--- src/rtl/mem_access_ctrl.sv ---
// -----------------------------------------------------------------------------
// mem_access_ctrl
//
// Initiator-side controller between the datapath's MAR/MDR and a 512x32 RAM.
// The controller accepts one load or one store at a time. It holds the RAM
// strobes, address and write data stable until the RAM raises done. On a load
// it captures the read data. It then returns a one-cycle acknowledge with an
// error flag. A watchdog aborts an access if done never arrives. A request
// with both read and write asserted is rejected without touching the RAM.
//
// Ports:
//   clock        system clock, all state changes on the rising edge
//   clear        synchronous active-high reset
//   req_read     load request, sampled only in IDLE
//   req_write    store request, sampled only in IDLE
//   req_address  word address from MAR
//   req_data     store data from MDR
//   busy         high in every state except IDLE
//   ack          one-cycle pulse when a request finishes
//   error        valid with ack: timeout or illegal request
//   rd_data      last successful load result
//   ram_enable   RAM enable
//   ram_read     RAM read strobe
//   ram_write    RAM write strobe
//   ram_address  RAM word address
//   ram_data_in  RAM write data
//   ram_data_out RAM read data
//   ram_done     RAM completion flag
// -----------------------------------------------------------------------------
module mem_access_ctrl #(
  parameter int DATA_WIDTH = 32,
  parameter int ADDR_WIDTH = 9,
  parameter int TIMEOUT    = 15   // legal range 1..255
) (
  input  logic                  clock,
  input  logic                  clear,
  input  logic                  req_read,
  input  logic                  req_write,
  input  logic [ADDR_WIDTH-1:0] req_address,
  input  logic [DATA_WIDTH-1:0] req_data,
  output logic                  busy,
  output logic                  ack,
  output logic                  error,
  output logic [DATA_WIDTH-1:0] rd_data,
  output logic                  ram_enable,
  output logic                  ram_read,
  output logic                  ram_write,
  output logic [ADDR_WIDTH-1:0] ram_address,
  output logic [DATA_WIDTH-1:0] ram_data_in,
  input  logic [DATA_WIDTH-1:0] ram_data_out,
  input  logic                  ram_done
);

  typedef enum logic [1:0] {
    S_IDLE,
    S_ACCESS,
    S_RESP
  } state_t;

  // Watchdog fires when the counter reaches this value while done is still low.
  localparam logic [7:0] LP_LAST_COUNT = 8'(TIMEOUT - 1);

  state_t                r_state;
  logic [7:0]            r_count;
  logic                  r_busy;
  logic                  r_ack;
  logic                  r_error;
  logic [DATA_WIDTH-1:0] r_rd_data;
  logic                  r_ram_enable;
  logic                  r_ram_read;
  logic                  r_ram_write;
  logic [ADDR_WIDTH-1:0] r_ram_address;
  logic [DATA_WIDTH-1:0] r_ram_data_in;

  // NOTE: all state updates use non-blocking assignments. Every register
  // therefore samples the values from before the edge, whatever the
  // statement order inside the block.
  always_ff @(posedge clock) begin
    if (clear) begin
      // NOTE: rd_data is a single register. It is not a memory array, so it
      // is cleared here together with the rest of the outputs.
      r_state       <= S_IDLE;
      r_count       <= '0;
      r_busy        <= 1'b0;
      r_ack         <= 1'b0;
      r_error       <= 1'b0;
      r_rd_data     <= '0;
      r_ram_enable  <= 1'b0;
      r_ram_read    <= 1'b0;
      r_ram_write   <= 1'b0;
      r_ram_address <= '0;
      r_ram_data_in <= '0;
    end else begin
      case (r_state)
        S_IDLE: begin
          r_ack   <= 1'b0;
          r_error <= 1'b0;
          if (req_read && req_write) begin
            // Illegal request: the RAM is not touched; report it right away.
            r_state <= S_RESP;
            r_busy  <= 1'b1;
            r_ack   <= 1'b1;
            r_error <= 1'b1;
          end else if (req_read || req_write) begin
            r_state       <= S_ACCESS;
            r_busy        <= 1'b1;
            r_count       <= '0;
            r_ram_enable  <= 1'b1;
            r_ram_read    <= req_read;
            r_ram_write   <= req_write;
            r_ram_address <= req_address;
            if (req_write) begin
              r_ram_data_in <= req_data;
            end
          end
        end

        S_ACCESS: begin
          // done wins over the watchdog when both happen in the same cycle.
          if (ram_done) begin
            if (r_ram_read) begin
              r_rd_data <= ram_data_out;
            end
            r_error      <= 1'b0;
            r_ack        <= 1'b1;
            r_ram_enable <= 1'b0;
            r_ram_read   <= 1'b0;
            r_ram_write  <= 1'b0;
            r_state      <= S_RESP;
          end else if (r_count == LP_LAST_COUNT) begin
            r_error      <= 1'b1;
            r_ack        <= 1'b1;
            r_ram_enable <= 1'b0;
            r_ram_read   <= 1'b0;
            r_ram_write  <= 1'b0;
            r_state      <= S_RESP;
          end else begin
            r_count <= r_count + 8'd1;
          end
        end

        S_RESP: begin
          // This cycle also guarantees an enable-low gap between accesses.
          r_ack   <= 1'b0;
          r_error <= 1'b0;
          r_busy  <= 1'b0;
          r_state <= S_IDLE;
        end

        default: begin
          r_state <= S_IDLE;
        end
      endcase
    end
  end

  assign busy        = r_busy;
  assign ack         = r_ack;
  assign error       = r_error;
  assign rd_data     = r_rd_data;
  assign ram_enable  = r_ram_enable;
  assign ram_read    = r_ram_read;
  assign ram_write   = r_ram_write;
  assign ram_address = r_ram_address;
  assign ram_data_in = r_ram_data_in;

endmodule

--- config.mk ---
export PLATFORM = sky130hd
export DESIGN_NAME = mem_access_ctrl
export DESIGN_NICKNAME = d
export VERILOG_FILES = /design/src/rtl/mem_access_ctrl.sv
export SDC_FILE = /design/constraint.sdc
export NUM_CORES = 1
export LEC_CHECK = 0
export CAP_MARGIN = 20
export CORE_MARGIN = 8
export CORE_UTILIZATION = 35
export CTS_BUF_LIST = sky130_fd_sc_hd__clkbuf_8
export DETAILED_ROUTE_END_ITERATION = 6
export GPL_TIMING_DRIVEN = 0
export PLACE_DENSITY = 0.69
export SYNTH_ARGS = -nofsm -noshare
export SYNTH_HDL_FRONTEND = slang
export SYNTH_SLANG_ARGS = --single-unit
--- constraint.sdc ---
create_clock -name clock -period 2.7 [get_ports clock]
set_clock_uncertainty 0.15 [all_clocks]
set_input_delay 0.54 -clock clock [delete_from_list [all_inputs] [get_ports clock]]
set_output_delay 0.54 -clock clock [all_outputs]
set_load 0.01 [all_outputs]
==> impl_metrics.json, run 1 <==
{
  "status": "completed",
  "avgViaCountPerCell": 4.74,
  "layout.cells.non_filler": 746,
  "htreeDepth": 3,
  "fill_cells": 935,
  "clk_pin_slew_worst_paths_ns": 0.09,
  "die_area_sq_mm": 0.0135,
  "cp-start-kind": "input port",
  "seq_area_sq_mm": 0.00178,
  "synth_top_family_by_area": "simple AND/OR/NAND/NOR gates",
  "ff2ff_path_depth": 7,
  "avgSynthCellArea_sq_um": 7.93,
  "synth_edf_count": 0,
  "coreArea_sq_mm": 0.00973,
  "dp_cells": 730,
  "grt_max_degree": 16,
  "hp-start": "ram_data_in[2]",
  "yosysTopAreaCell": "dfxtp_1",
  "syn_nets": 530,
  "vdd.ir_drop.worst_uv": 266,
  "whs_endpoint": "ram_data_in[2]",
  "setup_viol": 0,
  "r2r-end": "ram_address[4]",
  "worst_hold_path_type": "register to register",
  "reg2reg_setup_slack_ns": 0.56,
  "preCtsSetupSlack_ns": -0.160,
  "area_growth_pct": 54.8,
  "cts_hold_buf": 0,
  "worstReg2RegStart": "r_state[1]",
  "hold_ws_ns": 0.306,
  "max_freq_mhz": 406,
  "die_w_um": 116,
  "crit_arrival_ns": 2.53,
  "muxShareOfSynthArea_pct": 0.571,
  "layout_setup_ws_ns": 0.235,
  "clk_path_buf_depth": 2,
  "drtAntennaViolNets": 0,
  "ioPinCount": 157,
  "final_nets": 696,
  "cts_buffers": 9,
  "final_core_util_pct": 55.8,
  "drc": 0,
  "die_h_um": 116,
  "ys_ff_latch": 89,
  "cts_tree": "built",
  "finalWirelength_um": 11600,
  "drv_cap": 0,
  "wl_per_cell_um": 15.5,
  "relSlewSlack_pct": 57.9,
  "cts_root_buf": "clkbuf_8",
  "synthesis.area_sq_mm": 0.00351,
  "clock_sinks": 89,
  "vias": 3538,
  "report.final.slew_viol_count": 0,
  "post_synth_and_or_nand_nor_area_fraction_pct": 23.2,
  "yosysSeqAreaShare_pct": 50.8,
  "synthTopCellsByArea": "dfxtp_1, nand2_1, a21oi_1, ha_1, nand3_1",
  "synth_compound_area_share_pct": 17.1,
  "drtIter0Drc": 170,
  "final_common_cell": "clkdlybuf4s50_1",
  "netlist.area_leader.share_pct": 50.8,
  "antenna_found_initial": 0,
  "layout_common_cells": "clkdlybuf4s50_1, nand2_1, dfxtp_1",
  "synth_ff_type": "dfxtp_1",
  "clk_latency_ns": 0.35,
  "period_needed_ns": 2.47,
  "async_flop_share_pct": 0,
  "overflow": 0,
  "finalCritPeriodShare_pct": 91.3,
  "yosysWarnings": 0,
  "diodes": 0,
  "hold_violations": 0,
  "multiInputGateArea_sq_mm": 0.00156,
  "worst_pin_slew_ns": 0.631,
  "place_congestion": 0.832,
  "power_density_mw_per_mm2": 527,
  "grt_pass1_vias": 3585,
  "synthAdderAreaFrac_pct": 3.57,
  "grt_setup_unrepaired": "no",
  "hold_depth": 2,
  "path_class": "input port to register",
  "grt_pass1_wl_um": 17900,
  "p_leak_uw": 0.00189,
  "synth-xor-area-share_pct": 0.250,
  "cts_resized": 0,
  "post-cts-setup-buffer-count": 0,
  "port_buffers": 155,
  "drtPass1Iterations": 4,
  "endpoint_kind": "register",
  "critPathMaxFanout": 10,
  "dp_hpwl_um": 8990,
  "start_util_pct": 36.0,
  "ys_types": 41,
  "core.rowCount": 36,
  "track_usage_pct": 16.9,
  "netlist_instances": 442,
  "crit_required_ns": 2.76,
  "final_layout_size_suffix_gt1_share_pct": 3.75
}
[cell usage after synthesis (2+ instances only)]
library cell / n
nand2_1: 142
dfxtp_1: 89
a21oi_1: 84
clkbuf_1: 25
nand3_1: 19
inv_1: 13
o21ai_0: 11
ha_1: 10
nor2_1: 6
and2_1: 3
nand2b_1: 3
or3_1: 3
a31oi_1: 2
buf_1: 2
buf_2: 2
mux2i_1: 2
nand4b_1: 2
[worst max path at each step]
| stage | endpoint | startpoint | slack (ns) | depth (start not counted) |
|---|---|---|---|---|
| after global placement | ram_address[5] | req_read | -0.07 | 7 |
| after floorplan | r_count[7] | req_read | 0.84 | 7 |
| after CTS | ram_address[4] | req_read | 0.22 | 7 |
| after detailed placement | ram_address[4] | req_read | -0.16 | 7 |
| final | ram_address[4] | req_read | 0.23 | 7 |
| after global routing | ram_address[4] | req_read | 0.08 | 7 |
[kinds of logic after synthesis]
logic type	after synthesis
AO/OA/AOI/OAI	110
XOR/XNOR	1
adder cells (fa/ha/maj)	10
buffers and inverters	42
flip-flops	89
multiplexers	2
AND/OR/NAND/NOR	188
[critical path, stage by stage]
cell,delay (ns)
clkdlybuf4s50_1,0.52
inv_1,0.10
ha_1,0.28
buf_1,0.42
nand2_1,0.40
nand2_1,0.17
a21oi_1,0.09
[where the power goes]
| group | total, uW | internal, uW | switching [uW] |
|---|---|---|---|
| clock | 942 | 455 | 487 |
| sequential | 1400 | 1370 | 32.1 |
| combinational | 518 | 268 | 250 |
| total | 2860 | 2090 | 769 |
[flip-flops by register name, summed over array words and instances (netlist names)]
register and cells:
error 1, ack 1, r_count 8, rd_data 32, busy 1, ram_read 1
ram_data_in 32, ram_address 9, ram_write 1, ram_enable 1, r_state 2
[metrics by stage]
stage | area [sq um] | TNS [ns] | power, uW
after floorplan | 3510 | 0 | 1660
after global placement | 5220 | -0.590 | 1940
after detailed placement | 5220 | -1.40 | 1960
after CTS | 5430 | 0 | 2910
after global routing | 5430 | 0 | 3010
final | 5430 | 0 | 2860
[cell type report]
cell class,instances,area share [%]
Inverter,13,0.899
Sequential cell,89,32.8
Buffer,29,2.05
Clock buffer,10,2.54
Timing Repair Buffer,155,28.6
Tap cell,133,3.07
Clock inverter,6,1.22
Multi-Input combinational cell,311,28.8
[per-layer routing]
| layer | wire [um] | GRT usage [%] |
|---|---|---|
| met5 | 0 | 0 |
| met4 | 191 | 7.00 |
| met3 | 1100 | 5.68 |
| met2 | 5450 | 28.9 |
| met1 | 4820 | 18.9 |
No activity file was read; power rests on OpenSTA's default activity.
==> inputs of run 2 (changes only) <==
- ABC_CLOCK_PERIOD_IN_PS: default -> 2700
==> results of run 2 <==
Same layout as run 1: the final DEF is identical, and so are final timing and power.
==> inputs of run 3 (changes only) <==
- GPL_TIMING_DRIVEN: 0 -> default
==> run 3 against run 2 <==
  * Via count shrank 2.8%
  * Routed wire length shrank 6.0%
  * Hold slack lost 0.0014 ns
  * Flip-flop and latch count is the same
  * Largest cell class unchanged
  * Final cell count shrank 2.4%
  * Fmax grew 16%
==> impl_metrics.json, run 3 (synthesis results as in run 1) <==
{
  "drtPass1Iterations": 5,
  "wl_per_cell_um": 14.9,
  "fill_cells": 930,
  "drv_cap": 0,
  "critPathMaxFanout": 5,
  "seq_area_sq_mm": 0.00178,
  "crit_required_ns": 2.83,
  "clk_pin_slew_worst_paths_ns": 0.08,
  "antenna_found_initial": 0,
  "die_w_um": 116,
  "post-cts-setup-buffer-count": 0,
  "max_freq_mhz": 470,
  "multiInputGateArea_sq_mm": 0.00156,
  "hold_violations": 0,
  "port_buffers": 156,
  "place_congestion": 0.912,
  "worstReg2RegStart": "r_state[1]",
  "p_leak_uw": 0.00192,
  "vias": 3439,
  "cts_root_buf": "clkbuf_8",
  "power_density_mw_per_mm2": 534,
  "grt_pass1_wl_um": 16800,
  "fin_area_sq_mm": 0.00542,
  "cts_buffers": 9,
  "r2r-end": "r_count[7]",
  "avgViaCountPerCell": 4.72,
  "clk_path_buf_depth": 2,
  "grt_pass1_vias": 3328,
  "diodes": 0,
  "cts_tree": "built",
  "place_area_sq_mm": 0.00520,
  "reg2reg_setup_slack_ns": 0.76,
  "final_common_cell": "clkdlybuf4s50_1",
  "endpoint_kind": "register",
  "crit_arrival_ns": 2.25,
  "dp_hpwl_um": 8060,
  "layout_common_cells": "clkdlybuf4s50_1, nand2_1, dfxtp_1",
  "finalCritPeriodShare_pct": 78.8,
  "worst_hold_path_type": "register to register",
  "drc": 0,
  "grt_setup_unrepaired": "no",
  "report.final.slew_viol_count": 0,
  "clock_sinks": 89,
  "coreArea_sq_mm": 0.00973,
  "dp_cells": 712,
  "grt_max_degree": 59,
  "core.rowCount": 36,
  "drtIter0Drc": 186,
  "htreeDepth": 3,
  "setup_viol": 0,
  "path_class": "input port to register",
  "layout.cells.non_filler": 728,
  "finalWirelength_um": 10900,
  "area_growth_pct": 54.5,
  "die_area_sq_mm": 0.0135,
  "final_nets": 678,
  "cp-start-kind": "input port",
  "period_needed_ns": 2.13,
  "cts_resized": 0,
  "hp-start": "rd_data[22]",
  "cts_hold_buf": 0,
  "hold_depth": 2,
  "start_util_pct": 36.0,
  "die_h_um": 116,
  "worst_pin_slew_ns": 0.586,
  "relSlewSlack_pct": 60.9,
  "ioPinCount": 157,
  "final_layout_size_suffix_gt1_share_pct": 5.21,
  "overflow": 0,
  "track_usage_pct": 15.7,
  "clk_latency_ns": 0.35,
  "whs_endpoint": "rd_data[22]",
  "vdd.ir_drop.worst_uv": 270,
  "fin_setup_tns_ns": 0,
  "drtAntennaViolNets": 0,
  "status": "completed",
  "ff2ff_path_depth": 6
}
## run 3: power breakdown
part,internal [uW],switching (uW),total (uW)
clock network,513,464,977
logic,275,242,517
registers,1370,30.2,1400
total,2160,736,2890
## run 3: worst max-delay path, cell delays in order
cell and delay, ns:
clkdlybuf4s50_1 0.54, inv_1 0.09, ha_1 0.22, o21a_1 0.18
nor3_2 0.28, buf_4 0.20, nand4b_1 0.10, o211ai_1 0.10
## run 3: worst max path at each step
stage,from,to,slack [ns]
after floorplan,req_read,r_count[7],0.84
after global placement,req_read,r_count[7],0.28
after detailed placement,req_write,r_count[7],0.24
after CTS,req_write,r_count[0],0.63
after global routing,req_read,r_count[7],0.47
final,req_write,r_count[7],0.57
## run 3: layout make-up
class,instances,share of cell area (%)
repair buffers,166,30.4
flip-flops and latches,89,32.9
multi-input cells,311,28.9
well taps,133,3.07
clock inverters,7,1.59
clock buffers,9,2.29
inverters,13,0.901
## run 3: metrics by stage
step	hold WS (ns)	utilization, %	setup WS (ns)	power, uW
after floorplan	0.331	-	0.838	1660
after global placement	0.290	53.5	0.282	1940
after detailed placement	0.296	53.5	0.236	1950
after CTS	0.308	55.7	0.626	2930
after global routing	0.328	55.7	0.471	3050
final	0.305	55.7	0.573	2890
## run 3: layer usage
| layer | wire [um] | vias up | global-route usage (%) |
|---|---|---|---|
| li1 | - | 1758 | - |
| met1 | 4710 | 1553 | 18.4 |
| met2 | 4820 | 121 | 24.7 |
| met3 | 1190 | 7 | 7.24 |
| met4 | 140 | 0 | 5.62 |
| met5 | 0 | - | 0 |
